==> src/rtl/quad_paddle_decoder.sv <==
// Quadrature paddle decoder: 2-flop synchronizers, optional glitch filter, saturating position
// and per-frame step delta. Define QUAD_PADDLE_FILTER_EN to compile in the per-channel filter.
module quad_paddle_decoder #(
    parameter int unsigned POS_WIDTH  = 9,
    parameter int unsigned POS_MAX    = 511,
    parameter int unsigned FILTER_LEN = 4
) (
    input  logic                 clk,
    input  logic                 reset,
    input  logic                 quadA,
    input  logic                 quadB,
    input  logic                 frame_latch,
    output logic [POS_WIDTH-1:0] position,
    output logic [POS_WIDTH-1:0] position_frame,
    output logic [7:0]           delta_frame,
    output logic                 step,
    output logic                 dir,
    output logic                 quad_err
);

    localparam logic [POS_WIDTH-1:0] PosMax = POS_WIDTH'(POS_MAX);
    localparam logic [7:0] AccMax = 8'h7F;
    localparam logic [7:0] AccMin = 8'h80;

    if (FILTER_LEN < 2 || FILTER_LEN > 15) begin : gen_bad_filter_len
        $error("FILTER_LEN must be in 2..15");
    end
    if (POS_MAX > 2 ** POS_WIDTH - 1) begin : gen_bad_pos_max
        $error("POS_MAX does not fit in POS_WIDTH bits");
    end

    // Channel pairs are packed as {A, B}.
    logic [1:0] sync1_q, sync2_q;
    logic [1:0] cond;

    always_ff @(posedge clk) begin
        if (reset) begin
            sync1_q <= 2'b00;
            sync2_q <= 2'b00;
        end else begin
            sync1_q <= {quadA, quadB};
            sync2_q <= sync1_q;
        end
    end

`ifdef QUAD_PADDLE_FILTER_EN
    localparam logic [3:0] FiltLast = 4'(FILTER_LEN - 1);

    for (genvar ch = 0; ch < 2; ch++) begin : gen_filt
        logic [3:0] cnt_q;
        logic       filt_q;

        // Output flips on the FILTER_LEN-th consecutive differing sample.
        always_ff @(posedge clk) begin
            if (reset) begin
                cnt_q  <= 4'd0;
                filt_q <= 1'b0;
            end else if (sync2_q[ch] == filt_q) begin
                cnt_q <= 4'd0;
            end else if (cnt_q == FiltLast) begin
                cnt_q  <= 4'd0;
                filt_q <= sync2_q[ch];
            end else begin
                cnt_q <= cnt_q + 4'd1;
            end
        end

        assign cond[ch] = filt_q;
    end
`else
    assign cond = sync2_q;
`endif

    logic [1:0]           cur_q, prev_q;
    logic [POS_WIDTH-1:0] pos_q, pos_d;
    logic [POS_WIDTH-1:0] pos_frame_q;
    logic [7:0]           acc_q, acc_d;
    logic [7:0]           delta_q;
    logic                 step_q, dir_q, dir_d, err_q;
    logic [1:0]           diff;
    logic                 valid_step, two_change, step_inc;

    always_comb begin
        diff       = cur_q ^ prev_q;
        valid_step = (diff == 2'b01) || (diff == 2'b10);
        two_change = (diff == 2'b11);
        // Forward order 00->01->11->10: new B differs from old A.
        step_inc   = prev_q[1] ^ cur_q[0];
        pos_d      = pos_q;
        acc_d      = acc_q;
        dir_d      = dir_q;
        if (valid_step) begin
            dir_d = step_inc;
            if (step_inc) begin
                if (pos_q != PosMax) pos_d = pos_q + 1'b1;
                if (acc_q != AccMax) acc_d = acc_q + 8'd1;
            end else begin
                if (pos_q != '0) pos_d = pos_q - 1'b1;
                if (acc_q != AccMin) acc_d = acc_q - 8'd1;
            end
        end
    end

    always_ff @(posedge clk) begin
        if (reset) begin
            cur_q       <= 2'b00;
            prev_q      <= 2'b00;
            pos_q       <= '0;
            pos_frame_q <= '0;
            acc_q       <= 8'd0;
            delta_q     <= 8'd0;
            step_q      <= 1'b0;
            dir_q       <= 1'b0;
            err_q       <= 1'b0;
        end else begin
            cur_q  <= cond;
            prev_q <= cur_q;
            pos_q  <= pos_d;
            step_q <= valid_step;
            dir_q  <= dir_d;
            err_q  <= two_change;
            if (frame_latch) begin
                pos_frame_q <= pos_d;
                delta_q     <= acc_d;
                acc_q       <= 8'd0;
            end else begin
                acc_q <= acc_d;
            end
        end
    end

    assign position       = pos_q;
    assign position_frame = pos_frame_q;
    assign delta_frame    = delta_q;
    assign step           = step_q;
    assign dir            = dir_q;
    assign quad_err       = err_q;

endmodule

==> config.mk <==
export PLATFORM = sky130hd
export DESIGN_NAME = quad_paddle_decoder
export DESIGN_NICKNAME = d
export VERILOG_FILES = /design/src/rtl/quad_paddle_decoder.sv
export SDC_FILE = /design/constraint.sdc
export NUM_CORES = 1
export LEC_CHECK = 0
export BUFFER_PORTS_ARGS = -buffer_cell sky130_fd_sc_hd__clkbuf_2
export CORE_MARGIN = 4
export CORE_UTILIZATION = 25
export CTS_CLUSTER_DIAMETER = 30
export CTS_CLUSTER_SIZE = 24
export DETAILED_ROUTE_END_ITERATION = 16
export PLACE_DENSITY = 0.5
export SLEW_MARGIN = 0
export SYNTH_ARGS = -nofsm -noshare
export SYNTH_HDL_FRONTEND = slang
export SYNTH_SLANG_ARGS = --single-unit
export TNS_END_PERCENT = 10
==> constraint.sdc <==
create_clock -name clk -period 2.3 [get_ports clk]
set_input_delay 0.115 -clock clk [delete_from_list [all_inputs] [get_ports clk]]
set_output_delay 0.115 -clock clk [all_outputs]
set_load 0.005 [all_outputs]
==> impl_metrics.yaml <==
synthesis:
  synth.top_cells.by_count: "dfxtp_1, nor2_1, nand2_1"
  synth_cells: 282
  synth_top_family_by_area: "simple AND/OR/NAND/NOR gates"
  synthFlopType: "dfxtp_1"
  synth_most_common_cell: "dfxtp_1"
  synth_top_area_share_pct: 37.8
  ys_warn_count: 0
  synthTopCellsByArea: "dfxtp_1, nor2_1, a211oi_1"
  ys_async_sr_fraction_pct: 0
  synth_xor_area_share_pct: 3.31
  ys_seq_area_share_pct: 37.8
  synth-edff-count: 0
  syn_avg_cell_area_um2: 8.44
  synth-adder-area-share_pct: 3.15
  synth_fp_nets: 293
  muxShareOfSynthArea_pct: 0.841
  synthSimpleGateAreaFrac_pct: 26.1
  synth-compound-area-share_pct: 22.3
  yosys.area.top_type: "dfxtp_1"
  ys_types: 59
  syn_area_mm2: 0.00238
  ys_ff_latch: 45
place:
  dp.cells: 444
  hpwl_mm: 4.81
  gp_congestion: 0.887
  portBuffers: 33
critical_path:
  cpMostUsedCell: "buf_4"
  cp-start-kind: "flop"
  cp_cell_sequence: "xor2_1 > ha_2 > buf_4 > o211ai_4 > a2111oi_0 > buf_4 > a211oi_2 > o21a_1"
  crit_start: "prev_q[1]$_SDFF_PP0_"
  crit_family: "compound AO/OA/AOI/OAI gates"
  r2r_end: "position_frame[7]$_SDFFE_PP0P_"
  path_max_fanout: 14
  end_kind: "flop"
  reg2reg_depth: 8
  required_ns: 2.51
  worst-path-buf-inv: 2
  setup.worst_path.class: "flop to flop"
  slowest_stage: "a2111oi_0"
  cp-endpoint: "position_frame[7]$_SDFFE_PP0P_"
  worst-path-stages: 8
  ff2ff_setup_slack_ns: 0.08
  slowest_delay_ns: 0.44
  cp.arrival_ns: 2.43
  r2r-start: "prev_q[1]$_SDFF_PP0_"
routing:
  num_vias: 2212
  viasPerCell: 4.89
  routed_wl_mm: 6.62
  postRouteAntennaNets: 0
  first_pass_iters: 4
  drc: 0
  drt-initial-drc-count: 50
  wl_per_cell_um: 14.7
timing:
  rsz0062_at_grt: "no"
  hold_violations: 0
  fin_skew_ns: 0.00453
  finalCritPeriodShare_pct: 96.5
  fmax_mhz: 451
  fin_crit_ns: 2.22
  tightest_slew_ns: 0.736
  setup_viol: 0
  hold_ws_ns: 0.0183
  slew_viol_final: 0
  slew_headroom_pct: 50.8
  tns_ns: 0
floorplan:
  dieWidth_um: 106
  top_level_ports: 34
  start_util_pct: 25.8
  fp.dieH_um: 106
  dieArea_mm2: 0.0111
  rows: 35
  core_region_area_mm2: 0.00924
global_route:
  grt_pass1_wl_mm: 10.9
  grtUsageTotal_pct: 12.0
  grt_max_degree: 35
  grt_pass1_vias: 2202
  antenna_found_initial: 0
  gr-total-overflow: 0
flow_run:
  drv_cap: 0
cells_and_area:
  area_delta_synth_final_pct: 22.4
  stdcell_count: 452
  layout-drive-gt1-share_pct: 23.8
  n_antenna_cell: 0
  final_nets: 333
clock_tree:
  cts_root_buffer: "clkbuf_8"
  clock_path_buffers: 2
  cts_resized: 0
  cts_hold_buffers: 0
  cts_tree: "built"
  clk-insertion-delay-late_ns: 0.30
  clk_pin_slew_worst_paths_ns: 0.09
  cts_made_buffers: 5
  cts.sinks: 45
  htree_levels: 2
  post-cts-setup-buffers: 0
outcome:
  outcome: "finished, final reports clean"
power:
  ir_drop_uv: 318
  power_mw: 1.87
  power.density_mw_per_mm2: 642
  power_leakage_nw: 1.12
worst_hold_path:
  min_path_type: "input port to flop"
  hold_depth: 2
## layout make-up
cell class | instances | area (um2)
multi-input combinational | 201 | 1350
tap | 129 | 161
sequential | 45 | 901
fill | 1006 | 6330
timing repair buffer | 56 | 338
clock buffer | 5 | 68.8
clock inverter | 3 | 46.3
inverter | 13 | 48.8
## registers in the layout, summed over array words and instances (netlist names)
signal / cells
acc_q: 8
cond: 2
cur_q: 2
delta_frame: 8
dir: 1
position: 9
position_frame: 9
prev_q: 2
quad_err: 1
step: 1
sync1_q: 2
## cell usage in the layout, fill, tap and decap left out, types with 4 or more instances in the layout
cell       n
ha_1       5
buf_4     23
a211oi_1   9
a21oi_1    6
or3_1      4
nor2b_1   11
nor3_1    12
nand3_1   12
nand2_1   19
o21ai_0    8
dfxtp_1   45
clkbuf_2  33
nor2_1    29
nand4_1    6
xnor2_1    6
o22ai_1    4
o21a_1     4
clkbuf_8   5
inv_1     13
a311oi_1   5
## per-stage QoR
step	utilization [%]	instance area (um2)	worst slack, ns
2_1_floorplan	-	2380	0.167
3_3_place_gp	30.0	2780	0.134
3_5_place_dp	30.0	2780	0.111
4_1_cts	31.3	2890	0.0739
5_1_grt	31.5	2910	0.00529
6_report	31.5	2910	0.0805
## cells by family after synthesis
family          Yosys count
xor+xnor                  9
fa+ha+maj                 6
simple gates            116
buf+inv                  36
compound gates           68
mux                       2
flops                    45
## worst reg2reg max path, stage by stage, from the launching register on
cell,delay [ns]
dfxtp_1,0.36
xor2_1,0.17
ha_2,0.39
buf_4,0.23
o211ai_4,0.10
a2111oi_0,0.44
buf_4,0.21
a211oi_2,0.04
o21a_1,0.19
## per-layer routing
layer | routed length [um] | part of all wire [%] | vias to the layer above | GRT usage, %
li1 | - | - | 1112 | -
met1 | 3050 | 46 | 1048 | 15.0
met2 | 3320 | 50 | 47 | 21.4
met3 | 231 | 3.5 | 5 | 2.33
met4 | 25 | 0.38 | 0 | 2.78
met5 | 0 | 0 | - | 0
## where the power goes
group          total [mW]  switching, mW  internal (mW)
Combinational       0.381          0.216          0.165
Sequential          0.862         0.0410          0.821
Clock               0.627          0.302          0.326
## worst min path at each step
stage / start / end / slack [ns]
after floorplan: quadB / sync1_q[0]$_SDFF_PP0_ / 0.24
after global placement: quadA / sync1_q[1]$_SDFF_PP0_ / 0.33
after detailed placement: quadA / sync1_q[1]$_SDFF_PP0_ / 0.33
after CTS: quadA / sync1_q[1]$_SDFF_PP0_ / 0.007
after global routing: quadB / sync1_q[0]$_SDFF_PP0_ / 0.03
final: quadA / sync1_q[1]$_SDFF_PP0_ / 0.02
Note: power is estimated with default switching activity, not from simulation.
